===== src/rtl/ff_bank_pkg.sv =====
// Shared mode encodings and the per-bit next-state function for the
// multimode flip-flop bank.
package ff_bank_pkg;

    localparam logic [1:0] MODE_SR = 2'b00;
    localparam logic [1:0] MODE_JK = 2'b01;
    localparam logic [1:0] MODE_D  = 2'b10;
    localparam logic [1:0] MODE_T  = 2'b11;

    typedef struct packed {
        logic q;
        logic illegal;
    } ff_next_t;

    // Pure combinational next-state; every mode/input pair has a defined result.
    function automatic ff_next_t next_q(input logic [1:0] mode,
                                        input logic       a,
                                        input logic       b,
                                        input logic       q);
        ff_next_t r;
        r.q       = q;
        r.illegal = 1'b0;
        case (mode)
            MODE_SR: begin
                case ({a, b})
                    2'b10:   r.q = 1'b1;
                    2'b01:   r.q = 1'b0;
                    2'b11:   r.illegal = 1'b1;
                    default: r.q = q;
                endcase
            end
            MODE_JK: begin
                case ({a, b})
                    2'b10:   r.q = 1'b1;
                    2'b01:   r.q = 1'b0;
                    2'b11:   r.q = ~q;
                    default: r.q = q;
                endcase
            end
            MODE_D:  r.q = a;
            default: r.q = a ? ~q : q;
        endcase
        return r;
    endfunction

endpackage


===== src/rtl/multimode_ff_bank_ff_cell.sv =====
// Single flip-flop channel: async active-low reset, sync clear, enable,
// runtime-selected SR/JK/D/T behaviour and a registered illegal-input flag.
module ff_cell
    import ff_bank_pkg::*;
(
    input  logic       clk,
    input  logic       rst,
    input  logic       en,
    input  logic       sclr,
    input  logic [1:0] mode,
    input  logic       a,
    input  logic       b,
    output logic       q,
    output logic       illegal,
    output logic       illegal_next
);

    ff_next_t nxt;
    logic     q_d, q_q;
    logic     illegal_d, illegal_q;

    // NOTE: every always_comb output gets a default first so no path can infer a latch.
    always_comb begin
        nxt       = next_q(mode, a, b, q_q);
        q_d       = q_q;
        illegal_d = 1'b0;
        if (sclr) begin
            q_d = 1'b0;
        end else if (en) begin
            q_d       = nxt.q;
            illegal_d = nxt.illegal;
        end
    end

    // NOTE: sequential state uses non-blocking assignments so all flops update together.
    always_ff @(posedge clk or negedge rst) begin
        if (!rst) begin
            q_q       <= 1'b0;
            illegal_q <= 1'b0;
        end else begin
            q_q       <= q_d;
            illegal_q <= illegal_d;
        end
    end

    assign q            = q_q;
    assign illegal      = illegal_q;
    assign illegal_next = illegal_d;

endmodule


===== src/rtl/multimode_ff_bank.sv =====
// WIDTH-channel multimode flip-flop bank with illegal-SR reporting through
// per-bit flags, a sticky error bit and a saturating event counter.
module multimode_ff_bank
    import ff_bank_pkg::*;
#(
    parameter int WIDTH     = 8,
    parameter int ERR_CNT_W = 8
) (
    input  logic                 clk,
    input  logic                 rst,
    input  logic                 en,
    input  logic                 sclr,
    input  logic [1:0]           mode,
    input  logic [WIDTH-1:0]     a,
    input  logic [WIDTH-1:0]     b,
    input  logic                 err_clr,
    output logic [WIDTH-1:0]     q,
    output logic [WIDTH-1:0]     qb,
    output logic [WIDTH-1:0]     illegal,
    output logic                 err_sticky,
    output logic [ERR_CNT_W-1:0] err_cnt
);

    localparam logic [ERR_CNT_W-1:0] CNT_MAX = '1;
    localparam logic [ERR_CNT_W-1:0] CNT_ONE = ERR_CNT_W'(1);

    logic [WIDTH-1:0]     illegal_next;
    logic                 any_illegal;
    logic [ERR_CNT_W-1:0] err_cnt_d, err_cnt_q;
    logic                 err_sticky_d, err_sticky_q;

    for (genvar i = 0; i < WIDTH; i++) begin : g_cell
        ff_cell u_cell (
            .clk          (clk),
            .rst          (rst),
            .en           (en),
            .sclr         (sclr),
            .mode         (mode),
            .a            (a[i]),
            .b            (b[i]),
            .q            (q[i]),
            .illegal      (illegal[i]),
            .illegal_next (illegal_next[i])
        );
    end

    assign any_illegal = |illegal_next;

    // A new illegal event outranks err_clr on the same edge.
    always_comb begin
        err_cnt_d    = err_cnt_q;
        err_sticky_d = err_sticky_q;
        if (any_illegal) begin
            err_sticky_d = 1'b1;
            if (err_clr)
                err_cnt_d = CNT_ONE;
            else if (err_cnt_q != CNT_MAX)
                err_cnt_d = err_cnt_q + CNT_ONE;
        end else if (err_clr) begin
            err_cnt_d    = '0;
            err_sticky_d = 1'b0;
        end
    end

    always_ff @(posedge clk or negedge rst) begin
        if (!rst) begin
            err_cnt_q    <= '0;
            err_sticky_q <= 1'b0;
        end else begin
            err_cnt_q    <= err_cnt_d;
            err_sticky_q <= err_sticky_d;
        end
    end

    assign qb         = ~q;
    assign err_cnt    = err_cnt_q;
    assign err_sticky = err_sticky_q;

endmodule

===== config.mk =====
export PLATFORM = sky130hd
export DESIGN_NAME = multimode_ff_bank
export DESIGN_NICKNAME = d
export VERILOG_FILES = /design/src/rtl/ff_bank_pkg.sv /design/src/rtl/multimode_ff_bank_ff_cell.sv /design/src/rtl/multimode_ff_bank.sv
export SDC_FILE = /design/constraint.sdc
export NUM_CORES = 1
export LEC_CHECK = 0
export BUFFER_PORTS_ARGS = -buffer_cell sky130_fd_sc_hd__buf_2
export CAP_MARGIN = 15
export CORE_AREA = 2 2 62 64
export CTS_BUF_LIST = sky130_fd_sc_hd__clkbuf_16
export CTS_CLUSTER_DIAMETER = 200
export CTS_CLUSTER_SIZE = 40
export DETAILED_ROUTE_END_ITERATION = 10
export DIE_AREA = 0 0 64 66
export PLACE_DENSITY_LB_ADDON = 0.25
export SLEW_MARGIN = 20
export SYNTH_ARGS = -nofsm -noshare
export SYNTH_HDL_FRONTEND = slang
export SYNTH_HIERARCHICAL = 1
export SYNTH_SLANG_ARGS = --single-unit

===== constraint.sdc =====
create_clock -name clk -period 2.3 [get_ports clk]
set_clock_uncertainty 0.1 [all_clocks]
set_input_delay 0.46 -clock clk [delete_from_list [all_inputs] [get_ports clk]]
set_output_delay 0.46 -clock clk [all_outputs]
set_load 0.02 [all_outputs]

==> flow_metrics.py, run 1 <==
metrics = {
    "status": {
        "status": "finished clean",
    },
    "grt": {
        "grt_antenna_before_repair": 0,
        "grt_max_degree": 26,
        "grt_use_total_pct": 16.9,
        "grt_pass1_vias": 1284,
        "grt_first_pass_wirelength_um": 5620,
        "grt_overflow": 0,
    },
    "placement": {
        "dp_hpwl_um": 2530,
        "place_congestion": 0.787,
        "place_area_mm2": 0.00182,
        "io_buffer_count": 55,
        "place_ws_ps": -247,
    },
    "floorplanning": {
        "die-height_um": 66,
        "num_rows": 22,
        "start_util_pct": 38.9,
        "fp.coreArea_mm2": 0.00355,
        "dieArea_mm2": 0.00422,
        "io_pins": 56,
        "die_w_um": 64,
    },
    "critical_path": {
        "r2r.worst_path.cells": 5,
        "cp_cell_sequence": "buf_2 > or3b_1 > nor3_1 > nor4_1 > and2_2 > or4_1 > a21oi_1",
        "cpMaxStageDelayCell": "or4_1",
        "cp_top_family": "simple AND/OR/NAND/NOR gates",
        "path_buf_inv": 1,
        "cp.depth": 7,
        "crit_type": "input port to register",
        "crit_path_end_kind": "register",
        "start_kind": "input port",
        "crit_path_max_fanout": 15,
        "worstPathArrival_ps": 2280,
        "required_ps": 2380,
        "crit_path_max_incr_delay_ps": 480,
    },
    "layout": {
        "drive_above_1_share_pct": 42.3,
        "post-route-cell-area_mm2": 0.00194,
        "fill_cells": 333,
        "area_growth_pct": 40.3,
        "n_antenna_cell": 0,
        "nets": 247,
    },
    "clock_network": {
        "cts_setup_buffers": 0,
        "path_clk_slew_ps": 60,
        "cts_buffer_depth": 2,
        "root_buffer": "clkbuf_16",
        "clkSinkCount": 25,
        "clk-insertion-delay-late_ps": 260,
        "htreeDepth": 1,
        "cts_hold_buffers": 0,
        "post_cts_resized": 0,
        "cts_buffers": 3,
        "cts_tree": "done",
    },
    "timing": {
        "hold_violations": 0,
        "rsz0062_at_grt": "no",
        "layout_min_cycle_time_ps": 2200,
        "max_slew_margin_pct": 62.0,
        "slew_violations": 0,
        "tightest_slew_ps": 570,
        "timing.fmax_mhz": 455,
        "timing.hold.ws_ps": 94.1,
        "setup_viol": 0,
        "post-route-period-util_pct": 95.5,
        "setup_ws_ps": 104,
    },
    "hold_path": {
        "hold_class": "input port to async pin",
    },
    "route": {
        "via_count": 1425,
        "firstDrtPassIters": 4,
        "drc": 0,
        "drt_iter0_drc": 71,
        "wl_um": 3520,
        "avgRoutedWirePerCell_um": 13.0,
        "via_per_inst": 5.28,
        "ant_nets": 0,
    },
    "logic_synthesis": {
        "synth_cells": 149,
        "synthesis.nets": 173,
        "synth.distinct_cells": 29,
        "synth_seq_cells": 25,
        "synth_edf_count": 0,
        "synthFlopType": "dfrtp_1",
        "ys_seq_area_share_pct": 45.3,
        "async_reset_ff_share_pct": 100,
        "yosys_warnings": 6,
        "avgSynthCellArea_um2": 9.26,
        "netlist_area_mm2": 0.00138,
    },
    "pwr": {
        "power_density_mw_per_mm2": 541,
        "vdd_drop_max_mv": 0.442,
        "p_leak_nw": 0.922,
        "finalPower_w": 0.00105,
    },
    "run": {
        "drv_cap": 0,
    },
}
[worst register-to-register path: stages, from the launching register on]
cell     delay (ps)
dfrtp_1         430
ha_1            280
nand3_1         150
nor2_4           80
or4_1           510
a21oi_1         160
[registers in the layout, indices dropped and copies added, names as in the netlist]
name / count
err_cnt: 8
g_cell.u_cell/illegal: 8
err_sticky: 1
g_cell.u_cell/q: 8
[synth_stat cells, types with 2 or more instances]
cell      count  area (µm²)
or4_1         3        22.5
a211oi_1      8        60.1
nand2_1      19        71.3
a31oi_1       8        50.1
inv_1         9        33.8
o21ai_0      10        50.1
nor2_1        4        15.0
nor3_1       17        85.1
or3b_1        8        70.1
nor2b_1       2        12.5
dfrtp_1      25         626
a21oi_1       7        35.0
nor4_1        2        12.5
and3b_2       8        80.1
nand3_1       4        20.0
o31ai_1       2        15.0
[final timing paths]
path | startpoint | endpoint | slack, ps
min in group clk | a[7] | g_cell[7].u_cell/illegal$_DFF_PN0_ | 360
hold / removal | rst | err_cnt[3]$_DFFE_PN0P_ | 90
setup / recovery | mode[1] | err_cnt[4]$_DFFE_PN0P_ | 100
setup reg to reg | err_cnt[0]$_DFFE_PN0P_ | err_cnt[4]$_DFFE_PN0P_ | 530
hold reg to reg | err_sticky$_DFFE_PN0P_ | err_sticky$_DFFE_PN0P_ | 430
max in group asynchronous | rst | g_cell[2].u_cell/q$_DFFE_PN0P_ | 1630
[per-layer routing]
layer  routed length (µm)  GRT usage, %  share of wire, %  vias to the layer above
met4                   40          6.25               1.1                        0
met2                 1660          28.3                47                       46
li1                     -             -                 -                      707
met5                    0             0                 0                        -
met3                  200          4.43               5.7                        4
met1                 1620          20.9                46                      668
[layout make-up]
class / instances / area [µm²] / area share (%)
clock inverters: 1 / 5.00 / 0.258
multi-input cells: 113 / 742 / 38.3
repair buffers: 71 / 395 / 20.4
inverters: 9 / 33.8 / 1.74
clock buffers: 3 / 75.1 / 3.88
well taps: 48 / 60.1 / 3.10
flip-flops and latches: 25 / 626 / 32.3
[through the flow]
| step | setup TNS [ps] | instances | util (%) |
|---|---|---|---|
| detailed placement | -987 | 266 | 51.3 |
| CTS | 0 | 270 | 53.5 |
| floorplan | 0 | 149 | - |
| finish | 0 | 270 | 54.5 |
| global placement | -983 | 266 | 51.3 |
| global route | 0 | 270 | 54.5 |
[power breakdown]
part           switching (W)  internal [W]
logic               0.000117     0.0000764
clock network       0.000150      0.000234
registers          0.0000145      0.000455
total               0.000282      0.000765
[cells in the final DEF, fill, tap and decap left out]
cell | netlist | layout
nand4_1 | 1 | 1
buf_2 | 0 | 55
clkinv_2 | 0 | 1
inv_1 | 9 | 9
nor4_2 | 1 | 1
nor2b_1 | 2 | 2
nor3_1 | 17 | 10
nor2_4 | 1 | 1
nor2_1 | 4 | 4
o2bb2ai_1 | 1 | 1
or3b_1 | 8 | 8
ha_1 | 1 | 1
a31oi_1 | 8 | 8
dfrtp_1 | 25 | 25
buf_4 | 0 | 16
nor4_1 | 2 | 2
and2_2 | 0 | 1
nor3_2 | 0 | 7
o21ai_0 | 10 | 10
clkbuf_16 | 0 | 3
and4_1 | 1 | 1
or4_1 | 3 | 3
o41ai_1 | 1 | 1
nand2_1 | 19 | 19
a211oi_1 | 8 | 8
nand3_1 | 4 | 4
o31ai_1 | 2 | 2
a311oi_1 | 1 | 1
a21oi_1 | 7 | 7
and3b_2 | 8 | 8
mux2_4 | 1 | 1
nand3b_1 | 1 | 1
[cell families (layout without fill, tap and decap cells)]
kind of cell / Yosys count / count (layout) / share of synthesized area, %
and+or+nand+nor: 73 / 73 / 32.0
AOI/OAI and AO/OA: 38 / 38 / 17.1
DFF: 25 / 25 / 45.3
buffers and inverters: 11 / 84 / 3.54
adders and majority gates: 1 / 1 / 0.906
muxes: 1 / 1 / 1.09
No activity file was read; power rests on OpenSTA's default activity.
==> inputs of run 2 (changes only) <==
--- a/config.mk
+++ b/config.mk
@@ -7,12 +7,12 @@
 export LEC_CHECK = 0
 export BUFFER_PORTS_ARGS = -buffer_cell sky130_fd_sc_hd__buf_2
 export CAP_MARGIN = 15
-export CORE_AREA = 2 2 62 64
+export CORE_AREA = 4 4 64 66
 export CTS_BUF_LIST = sky130_fd_sc_hd__clkbuf_16
 export CTS_CLUSTER_DIAMETER = 200
 export CTS_CLUSTER_SIZE = 40
 export DETAILED_ROUTE_END_ITERATION = 10
-export DIE_AREA = 0 0 64 66
+export DIE_AREA = 0 0 68 70
 export PLACE_DENSITY_LB_ADDON = 0.25
 export SLEW_MARGIN = 20
 export SYNTH_ARGS = -nofsm -noshare
==> run 2 against run 1 <==
  * Clock power grew 1%
  * Global-route usage shrank 1.6 points
  * Via count decreased by 0.49%
  * Core utilization rose by 0.63 points
  * Cell count stayed put
  * Wire length fell by 0.94%
  * Critical endpoint is now err_cnt[3]$_DFFE_PN0P_
  * Non-clock buffer count unchanged
  * Sequential share of layout area down 0.61 points
==> flow_metrics.py, run 2 (synthesized netlist as in run 1, its figures left out) <==
metrics = {
    "clock_network": {
        "cts_hold_buffers": 0,
        "clk-insertion-delay-late_ps": 260,
        "cts_tree": "done",
        "root_buffer": "clkbuf_16",
        "cts_buffers": 3,
        "clkSinkCount": 25,
        "htreeDepth": 1,
        "path_clk_slew_ps": 60,
        "cts_buffer_depth": 2,
        "cts_setup_buffers": 0,
    },
    "timing": {
        "slew_violations": 0,
        "post-route-period-util_pct": 92.7,
        "setup_viol": 0,
        "timing.fmax_mhz": 469,
        "layout_min_cycle_time_ps": 2130,
        "tightest_slew_ps": 578,
        "rsz0062_at_grt": "no",
        "fin_tns_setup_ps": 0,
        "hold_violations": 0,
        "max_slew_margin_pct": 61.5,
        "timing.hold.ws_ps": 92.9,
    },
    "critical_path": {
        "crit_path_end_kind": "register",
        "worstPathArrival_ps": 2220,
        "crit_path_start": "mode[1]",
        "start_kind": "input port",
        "crit_type": "input port to register",
        "required_ps": 2390,
        "r2r_start": "err_cnt[0]$_DFFE_PN0P_",
        "crit_path_max_fanout": 24,
    },
    "pwr": {
        "p_leak_nw": 0.943,
        "vdd_drop_max_mv": 0.279,
        "power_density_mw_per_mm2": 534,
    },
    "placement": {
        "place_congestion": 0.800,
        "dp_hpwl_um": 2570,
        "place_area_mm2": 0.00183,
        "io_buffer_count": 55,
    },
    "grt": {
        "grt.met1_usage_pct": 20.6,
        "grt_pass1_vias": 1329,
        "grt_use_total_pct": 15.3,
        "grt_use_met2_pct": 25.2,
        "grt_max_degree": 26,
        "grt_first_pass_wirelength_um": 5800,
        "grt.met3_usage_pct": 2.73,
        "grt_overflow": 0,
        "grt_antenna_before_repair": 0,
        "busiest_layer": "met2",
    },
    "route": {
        "drc": 0,
        "ant_nets": 0,
        "via_per_inst": 5.25,
        "via_count": 1418,
        "drt_iter0_drc": 72,
        "wl_um": 3490,
        "firstDrtPassIters": 4,
        "avgRoutedWirePerCell_um": 12.9,
    },
    "layout": {
        "drive_above_1_share_pct": 43.7,
        "final_core_util_pct": 55.2,
        "layout_common_cells": "buf_2, dfrtp_1, nand2_1",
        "fill_cells": 365,
        "final_common_cell": "buf_2",
        "nets": 247,
        "n_antenna_cell": 0,
        "post-route-cell-area_mm2": 0.00197,
        "area_growth_pct": 43.1,
    },
    "floorplanning": {
        "fp.coreArea_mm2": 0.00358,
        "dieArea_mm2": 0.00476,
        "io_pins": 56,
        "start_util_pct": 38.6,
        "num_rows": 22,
        "die_w_um": 68,
        "die-height_um": 70,
    },
    "run": {
        "drv_cap": 0,
    },
    "status": {
        "status": "finished clean",
    },
    "hold_path": {
        "hold_class": "input port to async pin",
    },
}
==> run 2: cell count changes in the layout (fill, tap and decap cells not counted) <==
| cell | change |
|---|---|
| nor3_4 | +2 |
| buf_12 | +1 |
| nor3_1 | -1 |
| buf_2 | -1 |
| nor3_2 | -1 |
| or3b_4 | +2 |
| or3b_1 | -2 |
==> run 2: through the flow <==
stage	power [W]	cells	worst slack, ps
2_1_floorplan	0.000567	149	101
3_3_place_gp	0.000667	266	-349
3_5_place_dp	0.000668	266	-320
4_1_cts	0.00106	270	20.9
5_1_grt	0.00110	270	23.9
6_report	0.00105	270	167
==> run 2: worst max-delay path, stage by stage <==
cell and delay (ps):
buf_4 170, or3b_1 420, nor3_2 210, nor4_1 100, and2_2 230, or4_1 480, a21oi_1 150
==> run 2: report_power, final <==
part | internal, W | switching, W | total (W)
clock network | 0.000234 | 0.000154 | 0.000388
registers | 0.000455 | 0.0000144 | 0.000469
logic | 0.0000794 | 0.000118 | 0.000198
total | 0.000769 | 0.000286 | 0.00105
==> run 2: worst paths after layout <==
path,to,slack [ps],cells past startpoint
worst max-delay path,err_cnt[3]$_DFFE_PN0P_,170,7
worst max register to register,err_cnt[3]$_DFFE_PN0P_,560,5
worst min-delay path,err_sticky$_DFFE_PN0P_,90,1
worst min register to register,err_sticky$_DFFE_PN0P_,430,2
max in group asynchronous,g_cell[6].u_cell/illegal$_DFF_PN0_,1630,1
min in group clk,g_cell[2].u_cell/illegal$_DFF_PN0_,370,3
==> run 2: timing repair <==
action                     4_1_cts  5_1_grt
gates cloned                     0        0
pin swaps                        0        3
gates resized for setup          2       13
setup endpoints to repair        3        5
==> run 2: final cells by class <==
class                      count  area, µm²  area share (%)
tap                           48       60.1            3.04
timing repair buffer          71        410            20.8
clock buffer                   3       75.1            3.80
inverter                       9       33.8            1.71
sequential                    25        626            31.7
multi-input combinational    113        764            38.7
clock inverter                 1       5.00           0.253
==> run 2: layer usage <==
metal | vias to the layer above | part of all wire [%]
met5 | - | 0
met4 | 0 | 0.89
met3 | 5 | 6.6
met2 | 42 | 46
met1 | 665 | 46
li1 | 706 | -
